<file path="config.mk">
export PLATFORM = sky130hd
export DESIGN_NAME = cnn_word_fetch
export DESIGN_NICKNAME = d
export VERILOG_FILES = /design/src/rtl/cnn_word_fetch.sv
export SDC_FILE = /design/constraint.sdc
export NUM_CORES = 1
export LEC_CHECK = 0
export ABC_AREA = 1
export BUFFER_PORTS_ARGS = -buffer_cell sky130_fd_sc_hd__buf_2
export CAP_MARGIN = 20
export CELL_PAD_IN_SITES_DETAIL_PLACEMENT = 0
export CELL_PAD_IN_SITES_GLOBAL_PLACEMENT = 1
export CORE_MARGIN = 2
export CORE_UTILIZATION = 28
export DETAILED_ROUTE_END_ITERATION = 10
export PLACE_DENSITY_LB_ADDON = 0.12
export SLEW_MARGIN = 30
export SYNTH_ARGS = -nofsm -noshare
export SYNTH_HDL_FRONTEND = slang
export SYNTH_SLANG_ARGS = --single-unit
</file>
<file path="constraint.sdc">
create_clock -name clk -period 5.1 [get_ports clk]
set_clock_uncertainty 0.15 [all_clocks]
set_input_delay 0 -clock clk [delete_from_list [all_inputs] [get_ports clk]]
set_output_delay 0 -clock clk [all_outputs]
set_load 0.02 [all_outputs]
</file>
<file path="src/rtl/cnn_word_fetch.sv">
// -----------------------------------------------------------------------------
// cnn_word_fetch
//
// Word-fetch stage that feeds the CNN data-combine stage. An accepted `start`
// reads `num_words` consecutive 32-bit words from a synchronous-read memory,
// beginning at `base_addr`. Each word is presented downstream as an indexed
// word with a one-cycle valid strobe. The block then raises end-of-data
// (`out_f_value_done`). After DONE_DLY further cycles it raises
// end-of-transfer (`out_f_done`), which gives the combiner's pipeline time to
// drain.
//
// Parameters
//   AW        memory word-address width
//   NW_BW     width of num_words and of the word index (<= 32)
//   DONE_DLY  cycles from out_f_value_done rising to out_f_done rising (1..255)
//
// Ports
//   clk, reset_n       clock, asynchronous active-low reset
//   start              one-cycle request, accepted only in IDLE or DONE
//   base_addr          first word address (sampled on accepted start)
//   num_words          word count (sampled on accepted start)
//   mem_en, mem_addr   memory read request
//   mem_rdata          read data, valid one cycle after mem_en
//   out_fmap           current data word
//   out_f_address      0-based word index of out_fmap, zero-extended
//   out_f_valid        new word on out_fmap / out_f_address this cycle
//   out_f_enable       transfer-active level for the downstream pipeline
//   out_f_value_done   all words delivered (level)
//   out_f_done         transfer complete (level)
//   busy               high in READ, DRAIN and FLUSH
// -----------------------------------------------------------------------------
module cnn_word_fetch #(
    parameter int AW       = 16,
    parameter int NW_BW    = 16,
    parameter int DONE_DLY = 4
) (
    input  logic             clk,
    input  logic             reset_n,
    input  logic             start,
    input  logic [AW-1:0]    base_addr,
    input  logic [NW_BW-1:0] num_words,
    output logic             mem_en,
    output logic [AW-1:0]    mem_addr,
    input  logic [31:0]      mem_rdata,
    output logic [31:0]      out_fmap,
    output logic [31:0]      out_f_address,
    output logic             out_f_valid,
    output logic             out_f_enable,
    output logic             out_f_value_done,
    output logic             out_f_done,
    output logic             busy
);

    typedef enum logic [2:0] {
        S_IDLE,
        S_READ,
        S_DRAIN,
        S_FLUSH,
        S_DONE
    } state_t;

    localparam logic [7:0]       FLUSH_LAST = 8'(DONE_DLY - 1);
    localparam logic [NW_BW-1:0] NW_ONE     = NW_BW'(1);

    state_t           state_q, state_d;
    logic [AW-1:0]    base_q;
    logic [NW_BW-1:0] num_q;
    logic [NW_BW-1:0] issue_cnt;
    logic [NW_BW-1:0] deliver_cnt;
    logic [NW_BW-1:0] faddr_q;
    logic [7:0]       flush_cnt;
    logic             rd_pending;
    logic             start_ok;
    logic             enter_flush;
    logic             enter_done;

    assign start_ok = start && (state_q == S_IDLE || state_q == S_DONE);

    // NOTE: every signal written here gets a default first, so no path through
    // the case statement can leave one unassigned and infer a latch.
    always_comb begin
        state_d = state_q;
        unique case (state_q)
            S_IDLE, S_DONE: begin
                if (start) begin
                    state_d = (num_words == '0) ? S_FLUSH : S_READ;
                end
            end
            S_READ: begin
                // The last issue happens in this cycle.
                if (issue_cnt == num_q - NW_ONE) begin
                    state_d = S_DRAIN;
                end
            end
            S_DRAIN: begin
                if (deliver_cnt == num_q) begin
                    state_d = S_FLUSH;
                end
            end
            S_FLUSH: begin
                if (flush_cnt == FLUSH_LAST) begin
                    state_d = S_DONE;
                end
            end
            default: state_d = S_IDLE;
        endcase
    end

    assign enter_flush = (state_d == S_FLUSH) && (state_q != S_FLUSH);
    assign enter_done  = (state_d == S_DONE)  && (state_q != S_DONE);

    // NOTE: sequential state uses non-blocking assignments, so every register
    // below samples pre-edge values regardless of statement order.
    always_ff @(posedge clk or negedge reset_n) begin
        if (!reset_n) begin
            state_q          <= S_IDLE;
            base_q           <= '0;
            num_q            <= '0;
            issue_cnt        <= '0;
            deliver_cnt      <= '0;
            faddr_q          <= '0;
            flush_cnt        <= '0;
            rd_pending       <= 1'b0;
            out_fmap         <= '0;
            out_f_valid      <= 1'b0;
            out_f_enable     <= 1'b0;
            out_f_value_done <= 1'b0;
            out_f_done       <= 1'b0;
        end else begin
            state_q <= state_d;

            // Read data comes back one cycle after the request. Clearing this
            // flag on reset discards any read that was in flight.
            rd_pending <= (state_q == S_READ);

            if (state_q == S_READ) begin
                issue_cnt <= issue_cnt + NW_ONE;
            end

            flush_cnt <= (state_q == S_FLUSH) ? flush_cnt + 8'd1 : 8'd0;

            if (rd_pending) begin
                out_fmap     <= mem_rdata;
                faddr_q      <= deliver_cnt;
                out_f_valid  <= 1'b1;
                out_f_enable <= 1'b1;
                deliver_cnt  <= deliver_cnt + NW_ONE;
            end else begin
                out_f_valid <= 1'b0;
            end

            // No read can be pending in IDLE or DONE, so a restart never
            // collides with a delivery.
            if (start_ok) begin
                base_q           <= base_addr;
                num_q            <= num_words;
                issue_cnt        <= '0;
                deliver_cnt      <= '0;
                out_f_enable     <= 1'b0;
                out_f_value_done <= 1'b0;
                out_f_done       <= 1'b0;
            end

            // For a zero-length restart, FLUSH entry coincides with start and
            // must win over the clear above.
            if (enter_flush) begin
                out_f_value_done <= 1'b1;
                out_f_enable     <= 1'b1;
            end

            if (enter_done) begin
                out_f_done <= 1'b1;
            end
        end
    end

    // The address wraps modulo 2^AW.
    assign mem_en        = (state_q == S_READ);
    assign mem_addr      = mem_en ? base_q + AW'(issue_cnt) : '0;
    assign out_f_address = 32'(faddr_q);
    assign busy          = (state_q == S_READ) || (state_q == S_DRAIN) ||
                           (state_q == S_FLUSH);

endmodule

</file>
---- After elaboration in Yosys (flattened, before gate mapping) ----
Cells that the tools add are included.
cells by class
  equality and inequality tests ........... 11
  add/subtract/negate cells ............... 5
  reduce and logical (&&, ||, !) cells .... 14
  muxes and demuxes ....................... 19
operators with widths
  kind                                                  count
  2-to-1 mux 16 bit                                     5
  adder 16 x 1 -> 16 bit (second input constant)        2
  equality test 16 bit                                  2
  adder 16 bit                                          1
  logical NOT 16 bit                                    1
  subtractor 16 x 1 -> 16 bit (second input constant)   1
  2-to-1 mux 3 bit                                      4
  one-hot mux 3 bit (4 select lines)                    1
  equality test 3 x 2 -> 1 bit (second input constant)  3
  adder 8 x 1 -> 8 bit (second input constant)          1
  equality test 8 x 2 -> 1 bit (second input constant)  1
  2-to-1 mux 8 bit                                      1
  nonzero test 2 bit                                    4
  2-to-1 mux 1 bit                                      7
  equality test 3 bit (second input constant)           2
  equality test 3 x 1 -> 1 bit (second input constant)  1
  logical AND 1 bit                                     3
  logical NOT 3 bit                                     1
  logical OR 1 bit                                      3
  != test 3 x 2 -> 1 bit (second input constant)        1
  != test 3 bit (second input constant)                 1
  nonzero test 3 bit                                    1
  2-to-1 mux 2 bit                                      1
  OR reduction 2 bit                                    1
word-level totals
  bits of input ports ..................... 67
  output and inout port bits .............. 86
  flip-flop bits (word level) ............. 128

---- Depth between registers and ports, before layout ----
Gate-level depths: netlist of the first run.
  depth in word-level cells ............... 7
  mapped depth ............................ 16
  gate-level depth less buffers ........... 16

---- Worst setup path before layout of the first run ----
No wires, ideal clock.
  path type ............................... reg-to-output
  start ................................... reg issue_cnt[0]
  end ..................................... out mem_addr[12]
  buffers on the path ..................... 0
  arrival time ............................ 2.163 ns
  path slack .............................. 2.787 ns
  cell stages (with the launch flop) ...... 12
  cell sequence ........................... dfrtp_1 > ha_1 > fa_1 > nand3_1 > a31oi_1 > nor2_1 > o21ai_1 > a21boi_0 > o21ai_1 > nand2_1 > nand2_1 > nor2_1
on the way
  cells in the longest elaborated chain, start to end .. 2
RTL lines
  what                    RTL line  text
  start, declared         68        logic [NW_BW-1:0] issue_cnt;
  start signal, assigned  137       issue_cnt <= issue_cnt + NW_ONE;
  adder 16 bit            179       assign mem_addr = mem_en ? base_q + AW'(issue_cnt) : '0;
  2-to-1 mux 16 bit       179
  end, declared           43        output logic [AW-1:0] mem_addr,
Every way passes these cells.

---- Final worst setup path of the first run ----
Same ends and word-level chain as after synthesis.

==> results of run 1 <==
## report_power, final
part           switching (W)  internal, W
clock network       0.000548     0.000699
registers           0.000322      0.00131
logic                0.00162     0.000845
total                0.00249      0.00285
## stage by stage
step	instance area [sq um]	total power (W)	hold slack [ns]	util	setup WS (ns)
finish	9520	0.00535	0.0338	0.368	2.03
global route	9520	0.00582	0.105	0.368	1.80
CTS	9520	0.00545	0.0688	0.368	2.01
detailed placement	8260	0.00412	-0.0350	0.320	2.10
global placement	8260	0.00412	-0.0335	0.320	2.10
floorplan	7350	0.00336	-0.446	-	2.79
## area by class of cell
type                       count  area [sq um]
clock buffer                  17           425
fill                        2837         16300
timing repair buffer         207          1390
inverter                      94           358
clock inverter                15           169
sequential                   128          3200
multi-input combinational    697          3560
tap                          335           419
## kinds of logic (layout without fill, tap and decap cells)
logic type / count (synthesis) / after routing
compound gates: 134 / 134
buf+inv: 137 / 333
other cells: 1 / 16
xor+xnor: 27 / 27
flops: 128 / 128
simple gates: 500 / 500
fa+ha+maj: 20 / 20
## synthesized netlist by cell type, types with 8 or more instances
cell / n
buf_4: 16
inv_1: 86
nor2_4: 9
a21oi_1: 51
nor3_1: 12
ha_1: 19
clkbuf_1: 21
nor4_1: 8
nor2_2: 10
nand2_1: 308
o21ai_0: 55
nor2_1: 73
xor2_1: 19
nand3_1: 43
dfrtp_1: 128
## state kept, by name (all words and copies together), names as in the netlist
register          flops
out_fmap             32
base_q               16
deliver_cnt          16
faddr_q              16
issue_cnt            16
num_q                16
flush_cnt             8
state_q               3
out_f_done            1
out_f_enable          1
out_f_valid           1
out_f_value_done      1
rd_pending            1
## final timing paths
kind / start / end / cells past startpoint
hold / removal: reset_n / out_fmap[24] / 2
setup reg to reg: state_q[0] / out_f_enable / 11
hold reg to reg: flush_cnt[0] / flush_cnt[0] / 1
max in group asynchronous: reset_n / issue_cnt[7] / 3
setup / recovery: issue_cnt[0] / mem_addr[12] / 12
min in group clk: mem_rdata[6] / out_fmap[6] / 4
## cells in the final DEF (no fill, tap or decap), types with 4 or more instances in the layout
cell type        n
a21oi_1         51
a31oi_1          5
buf_2          135
buf_4            5
clkbuf_16       17
conb_1          16
dfrtp_1        127
dlygate4sd3_1   66
ha_1            19
inv_1           85
inv_2            7
inv_6            6
inv_8            5
nand2_1        308
nand2_2          6
nand3_1         43
nand3_2          6
nand4_1          6
nor2_1          73
nor2_2           9
nor2_4          10
nor3_1          12
nor3_2           5
nor4_1           8
o21a_1           4
o21ai_0         55
o21ai_1          4
xnor2_1          7
xor2_1          19
## worst max-delay path: stages (launching register included)
cell and delay [ns]:
dfrtp_1 0.44, ha_1 0.24, fa_1 0.41, nand3_1 0.13, a31oi_1 0.15, nor2_1 0.19
o21ai_1 0.12, a21boi_0 0.31, o21ai_1 0.14, nand2_1 0.08, nand2_1 0.04, nor2_1 0.09
buf_2 0.17
## layer usage
layer	part of all wire	routed length, um	up-vias
met5	0	0	-
met4	0.0065	136	0
met1	0.51	10600	2995
li1	-	-	3407
met2	0.45	9460	125
met3	0.035	736	10
## what timing repair did
item                      in CTS  in global routing
hold buffers                  66                  0
gates resized for setup        0                  0
hold endpoints to repair     147                  0
==> run_results.csv, run 1 <==
group,metric,value,unit
run_status,status,"finished, final reports clean",
cts,clockBufferDepth,2,
setup_path,crit_required,4.95,ns
die,dieArea,27400,sq um
setup_path,cp-end-kind,"output pin",
sta,hold_viol,0,
finish,finalNonFillerCells,1493,
synth,yosysSeqAreaShare,0.439,
placement,dpl.hpwl,15.0,mm
sta,finalSetupViolCount,0,
grt,grt_use_total,0.157,
cts,cts_inserted_buffers,17,
synth,synth.avg_cell_area,7.71,sq um
power,leakage,4.88,nW
placement,gp_congestion,0.807,
grt,grt_max_degree,81,
cts,clk_latency,0.42,ns
grt,antenna_found_initial,0,
setup_path,rrSetupSlack,2.11,ns
setup_path,critical_path_arrival,2.92,ns
cts,clk_transition_reported_paths,0.07,ns
synth,synth-simple-area-share,0.309,
synth,synth-edff-count,0,
sta,layout_worst_path_cycle_share,0.602,
sta,grt_setup_unrepaired,"false",
route,drc,0,
finish,n_antenna_cell,0,
setup_path,crit_fanout,5,
grt,grt.busiest_layer,"met2",
finish,nNetsFinal,1232,
power,ir_worst_vdd,0.000184,V
route,wl,20.9,mm
die,core_area,25800,sq um
synth,async_flop_share,1.00,
setup_path,critPathKind,"reg2out",
cts,cts-root-buf,"clkbuf_16",
synth,yosysUniqueCellTypes,50,
setup_path,start_kind,"flop",
synth,yosys.area_share.adder,0.0353,
die,die_y,165,um
synth,synthCells,947,
synth,synth_seq_cells,128,
finish,drive_gt1_frac,0.196,
route,via_count,6537,
sta,worst_slew_pin_slew,0.999,ns
synth,synth_top_family_by_area,"simple AND/OR/NAND/NOR gates",
grt,grt_pass1_vias,6277,
finish,area_delta_synth_final,30.4,%
synth,muxShareOfSynthArea,0,
flow_run,cap_violations,0,
grt,met1_usage,0.223,
die,initial_core_util,0.282,
synth,synth_area,7300,sq um
die,row_count,59,
grt,grt_pass1_wl,33.4,mm
sta,period_needed,3.07,ns
sta,fmax,0.326,GHz
route,drtPass1Iterations,4,
synth,synth_compound_gate_area_share,0.0998,
power,power.density,562,nW/um^2
route,drtIter0Drc,357,
route,ant_nets,0,
die,die_width,165,um
sta,slew_violations,0,
placement,io_buffer_count,136,
route,avgRoutedWirePerCell,14.0,um
placement,dp.cells,1395,
worst_hold_path,hp-class,"in2async",
synth,ys.warnings.count,0,
cts,numClockSinks,128,
sta,finalSetupTns,0,ns
cts,htree_num_levels,4,
grt,grt_remaining_overflow,0,
die,io_pins,153,
grt,met3_usage,0.0295,
synth,synth.area.top_cells,"dfrtp_1, nand2_1, inv_1",
grt,use_met2,0.247,
cts,post_cts_buffers,0,
cts,cts_tree,"built",
synth,synth_ff_type,"dfrtp_1",
route,vias_per_cell,4.38,
synth,synth.top_cell.area_share,0.439,
sta,slew_headroom,0.328,
synth,synth_xor_area_frac,0.0343,
synth,synth.largest_area_cell,"dfrtp_1",
Note: power is estimated with default switching activity, not from simulation.
==> run 2, diff against run 1 <==
- ABC_AREA: 1 -> 0
- clock period: 5.1 -> 2.89 ns (I/O delays scaled with it)
==> run 2 against run 1 <==
Against the previous run:
- the run now ends with negative hold slack, negative setup slack left
- clock-buffer cell count is 1 higher
- flip-flop and latch count unchanged
- largest cell class unchanged
- critical path depth decreased by 2
- sequential share of layout area increased by 0.79 points
- final cell count decreased by 18%
==> run_results.csv, run 2 <==
group,metric,value,unit
route,via_count,5517,
finish,final_common_cell,"buf_2",
route,avgRoutedWirePerCell,14.7,um
sta,slew_violations,0,
power,p_switching,0.00383,W
grt,antenna_found_initial,0,
cts,cts_inserted_buffers,17,
setup_path,start_kind,"flop",
finish,nNetsFinal,981,
worst_hold_path,hp-class,"in2async",
power,clkPwrFrac,0.227,
sta,fin_ws,-0.299,ns
setup_path,crit_fanout,3,
setup_path,crit_required,2.74,ns
route,ant_nets,0,
die,die_y,159,um
grt,grt_use_total,0.147,
cts,numClockSinks,128,
sta,worst_hold_slack,-0.0328,ns
sta,grt_setup_unrepaired,"true",
cts,htree_num_levels,4,
synth,ys.warnings.count,0,
power,ir_worst_vdd,0.000395,V
setup_path,cp-end-kind,"output pin",
finish,design_area,9310,sq um
power,leakage,4.42,nW
placement,dpl.hpwl,12.5,mm
sta,layout_worst_path_cycle_share,1.10,
die,initial_core_util,0.286,
finish,n_antenna_cell,0,
sta,fmax,0.314,GHz
power,power.density,1000,nW/um^2
grt,grt_pass1_wl,29.9,mm
placement,io_buffer_count,136,
power,p_seq_frac,0.319,
sta,period_needed,3.19,ns
setup_path,rrSetupSlack,0.50,ns
die,io_pins,153,
die,die_width,159,um
synth,synth.area.top_cells,"dfrtp_1, mux2_2, nand2_1",
placement,gp_congestion,0.788,
sta,hold_viol,7,
synth,synth_ff_type,"dfrtp_1",
sta,worst_slew_pin_slew,0.657,ns
flow_run,cap_violations,0,
route,drtIter0Drc,229,
route,vias_per_cell,4.50,
sta,slew_headroom,0.561,
power,p_int,0.00552,W
synth,synth-edff-count,0,
setup_path,critical_path_arrival,3.04,ns
cts,clockBufferDepth,2,
cts,clk_transition_reported_paths,0.07,ns
grt,grt_remaining_overflow,0,
placement,dpl-instance-area,7780,sq um
die,core_area,23500,sq um
die,row_count,56,
finish,largest_reg_flops,32,
sta,finalSetupViolCount,5,
synth,synth_seq_cells,128,
synth,synth_area,6730,sq um
cts,clk_latency,0.42,ns
finish,final_cell_mix,"buf_2, dfrtp_1, nand2_1",
finish,area_delta_synth_final,38.3,%
synth,ys_top_cells_by_count,"dfrtp_1, nand2_1, nor2_1",
finish,largest-register,"out_fmap",
cts,cts-root-buf,"clkbuf_16",
synth,yosysSeqAreaShare,0.476,
synth,synthCells,673,
route,drtPass1Iterations,4,
setup_path,critPathKind,"reg2out",
placement,preCtsSetupSlack,-0.173,ns
cts,cts_tree,"built",
power,switching_share,0.410,
synth,async_flop_share,1.00,
finish,drive_gt1_frac,0.307,
synth,yosysUniqueCellTypes,61,
power,p_comb_frac,0.454,
synth,yosysMostFrequentCell,"dfrtp_1",
route,wl,18.0,mm
route,drc,0,
die,dieArea,25300,sq um
synth,synth.avg_cell_area,10.0,sq um
grt,grt_max_degree,88,
synth,synth.top_cell.area_share,0.476,
grt,grt_pass1_vias,5748,
run_status,violations,"negative hold slack, negative setup slack",
synth,synth.largest_area_cell,"dfrtp_1",
finish,fill_cells,2392,
run_status,status,"finished, violations left",
-- run 2: cell types whose count changed after synthesis, moves of 9 or more --
cell and change:
xor2_1 +19, and3_1 +9, xnor2_1 +36, nor2_2 -9
nor2_1 -13, nand3_1 -25, a21oi_1 -36, inv_1 -79
o21ai_0 -35, nand2_1 -190, mux2_2 +48
-- run 2: metal layers --
layer / up-vias / track usage / share of wire
li1: 2691 / - / -
met2: 129 / 0.245 / 0.48
met4: 0 / 0.0409 / 0.010
met3: 12 / 0.0367 / 0.043
met5: - / 0 / 0
met1: 2685 / 0.189 / 0.46
-- run 2: kinds of logic (layout without fill, tap and decap cells) --
family                     Yosys count  after routing  share of synthesized area
AOI/OAI and AO/OA                   65             65                     0.0624
xor gates and xnor gates            81             81                      0.105
adders and majority gates           20             20                     0.0383
buffers and inverters               55            274                     0.0420
DFF                                128            128                      0.476
muxes                               51             51                     0.0847
other                                1             16                   0.000557
and+or+nand+nor                    272            272                      0.191
-- run 2: final timing paths --
check,start,to,cells after the start
min in group clk,base_addr[4],base_q[4],4
setup / recovery,base_q[0],mem_addr[12],10
setup reg to reg,num_q[0],state_q[1],9
max in group asynchronous,reset_n,issue_cnt[8],3
hold / removal,reset_n,out_fmap[25],3
hold reg to reg,out_f_done,out_f_done,2
-- run 2: critical path: stages (launching register included) --
cell and delay, ns:
dfrtp_1 0.38, ha_2 0.20, fa_2 0.35, a21o_1 0.18, a21oi_2 0.14, o21bai_1 0.10, a2111o_1 0.50, a2111oi_4 0.39
o21ai_1 0.12, a21oi_2 0.14, buf_6 0.13
-- run 2: per-stage QoR --
stage	utilization	setup TNS, ns	power [W]	instances
2_1_floorplan	-	0	0.00551	688
3_3_place_gp	0.331	-0.163	0.00669	1113
3_5_place_dp	0.331	-0.312	0.00674	1113
4_1_cts	0.392	-0.826	0.00932	1222
5_1_grt	0.395	-1.58	0.0100	1226
6_report	0.395	-0.893	0.00935	1226
-- run 2: power by group through the flow --
stage / registers (W) / logic, W / clock network, W
finish: 0.00298 / 0.00424 / 0.00212
global route: 0.00308 / 0.00466 / 0.00230
CTS: 0.00299 / 0.00413 / 0.00220
detailed placement: 0.00301 / 0.00373 / 0
global placement: 0.00300 / 0.00369 / 0
floorplan: 0.00297 / 0.00254 / 0
-- run 2: area by class of cell --
type                    count  area (sq um)  area share
flip-flops and latches    128          3210       0.344
well taps                 319           399      0.0429
clock inverters            14           146      0.0157
inverters                   8          31.3     0.00336
multi-input cells         505          3450       0.370
repair buffers            234          1650       0.177
clock buffers              18           429      0.0461
-- run 2: timing repair --
item | CTS | global route
gates cloned | 0 | 0
setup endpoints to repair | 6 | 7
setup buffers | 11 | 4
pin swaps | 14 | 9
resized for setup | 26 | 13
hold buffers | 66 | 0
endpoints found under the hold margin | 195 | 0
==> run 3, diff against run 2 <==
- PLACE_DENSITY: unset -> 0.58
- PLACE_DENSITY_LB_ADDON: 0.12 -> unset
==> run 3 against run 2 <==
Against the previous run:
- the run ends with negative setup slack left
- clock power hardly changed
- first-iteration DRC count up 24%
- non-clock buffer count increased by 24
- clock-buffer cell count stayed put
- fmax is 0.52% higher
- via count down 0.40%
- die area did not move
- largest cell class unchanged
- largest power group unchanged
==> run_results.csv, run 3 (synthesis gave the netlist of run 2 again) <==
group,metric,value,unit
setup_path,reg2reg_to,"state_q[0]",
setup_path,critical_path_arrival,3.02,ns
setup_path,crit_chain,"ha_2, fa_2, a21o_1, a21oi_2, o21bai_2, a2111o_1, a2111oi_4, o21ai_1, a21oi_2, buf_4",
die,die_y,159,um
sta,hold_viol,0,
setup_path,cp-end-kind,"output pin",
die,die_width,159,um
cts,clk_transition_reported_paths,0.06,ns
sta,fmax,0.315,GHz
finish,fill_cells,2343,
route,vias_per_cell,4.39,
die,dieArea,25300,sq um
cts,clk_latency,0.42,ns
sta,worst_slew_pin_slew,0.693,ns
die,row_count,56,
grt,antenna_found_initial,2,
cts,clockBufferDepth,2,
placement,dpl-instance-area,7790,sq um
finish,largest-register,"out_fmap",
sta,fin_ws,-0.282,ns
die,initial_core_util,0.286,
power,power.density,983,nW/um^2
grt,grt_max_degree,54,
sta,period_needed,3.17,ns
finish,design_area,9580,sq um
cts,cts_tree,"built",
cts,numClockSinks,128,
setup_path,critPathKind,"reg2out",
run_status,status,"finished, violations left",
setup_path,r2r.worst_path.cells,9,
setup_path,start_kind,"flop",
power,leakage,4.53,nW
die,core_area,23500,sq um
setup_path,critical_path.endpoint,"mem_addr[12]",
route,ant_nets,0,
route,wl,18.1,mm
finish,area_delta_synth_final,42.3,%
sta,finalSetupTns,-0.748,ns
finish,post-route-util,0.407,
route,via_count,5495,
setup_path,crit_family,"compound AO/OA/AOI/OAI gates",
finish,final_common_cell,"buf_2",
flow_run,cap_violations,0,
setup_path,crit_cells,10,
placement,dpl.hpwl,12.3,mm
die,io_pins,153,
setup_path,slowest_stage,"a2111o_1",
setup_path,path_common_cell,"a21oi_2",
finish,drive_gt1_frac,0.292,
grt,grt_use_total,0.148,
sta,grt_setup_unrepaired,"true",
sta,finalSetupViolCount,4,
sta,slew_headroom,0.538,
setup_path,max_stage_delay,0.50,ns
setup_path,rr_startpoint,"num_q[0]",
finish,nNetsFinal,1005,
placement,gp_congestion,0.726,
sta,slew_violations,0,
route,avgRoutedWirePerCell,14.4,um
setup_path,cp_num_buf_inv,1,
placement,io_buffer_count,136,
cts,cts_inserted_buffers,17,
grt,grt_pass1_vias,5831,
finish,final_cell_mix,"buf_2, dfrtp_1, nand2_1",
sta,worst_hold_slack,0.191,ns
setup_path,cp-startpoint,"base_q[0]",
setup_path,rrSetupSlack,0.42,ns
route,drtPass1Iterations,4,
finish,largest_reg_flops,32,
worst_hold_path,hp-class,"in2reg",
power,ir_worst_vdd,0.000497,V
sta,layout_worst_path_cycle_share,1.10,
grt,grt_remaining_overflow,0,
cts,cts-root-buf,"clkbuf_16",
grt,grt_pass1_wl,30.1,mm
cts,htree_num_levels,4,
route,drtIter0Drc,283,
run_status,violations,"negative setup slack",
power,power,0.00942,W
route,drc,0,
setup_path,crit_fanout,3,
setup_path,crit_required,2.74,ns
## run 3: cell count changes in the layout (fill, tap and decap cells not counted), sizes merged
cell	change
buf	-7
bufinv	+1
clkinvlp	+4
diode	+2
dlygate4sd3	+31
inv	-6
## run 3: how the worst min path moves through the flow
stage / from / endpoint / slack, ns / cells after the start
floorplan: reset_n / base_q[0] / -0.45 / 0
global placement: reset_n / out_fmap[10] / -0.19 / 1
detailed placement: reset_n / out_fmap[10] / -0.18 / 1
CTS: mem_rdata[18] / out_fmap[18] / 0.16 / 3
global route: mem_rdata[1] / out_fmap[1] / 0.17 / 3
finish: mem_rdata[6] / out_fmap[6] / 0.19 / 3
## run 3: timing repair
item,CTS,global route
gates resized for setup,30,10
endpoints found under the hold margin,198,0
pin swaps,13,5
endpoints found under the setup margin,7,7
setup buffers,5,0
hold buffers,98,0
## run 3: through the flow
| step | instances | worst slack (ns) |
|---|---|---|
| after floorplan | 688 | 0.0137 |
| after global placement | 1115 | -0.137 |
| after detailed placement | 1115 | -0.0905 |
| after CTS | 1249 | -0.295 |
| after global routing | 1251 | -0.447 |
| final | 1251 | -0.282 |
## run 3: power by group
part / switching (W) / total (W) / leakage [nW] / internal [W]
Combinational: 0.00225 / 0.00432 / 2.66 / 0.00208
Clock: 0.000840 / 0.00213 / 0.267 / 0.00129
Sequential: 0.000635 / 0.00297 / 1.61 / 0.00233
Total: 0.00372 / 0.00942 / 4.53 / 0.00569
## run 3: layout make-up
| type | count | area [sq um] | area share |
|---|---|---|---|
| flip-flops and latches | 128 | 3210 | 0.335 |
| diodes | 2 | 5.00 | 0.000522 |
| well taps | 319 | 399 | 0.0417 |
| multi-input cells | 505 | 3450 | 0.360 |
| inverters | 8 | 31.3 | 0.00326 |
| clock buffers | 18 | 439 | 0.0458 |
| clock inverters | 13 | 138 | 0.0144 |
| repair buffers | 258 | 1910 | 0.199 |
## run 3: per-layer routing
| metal | up-vias | routed length [um] | track usage |
|---|---|---|---|
| li1 | 2745 | - | - |
| met1 | 2598 | 8770 | 0.195 |
| met2 | 141 | 8180 | 0.237 |
| met3 | 11 | 980 | 0.0451 |
| met4 | 0 | 148 | 0.0372 |
| met5 | - | 0 | 0 |
## run 3: tightest hold or removal path, stage by stage
cell and delay [ns]:
dlygate4sd3_1 0.51, buf_2 0.09, mux2_2 0.13
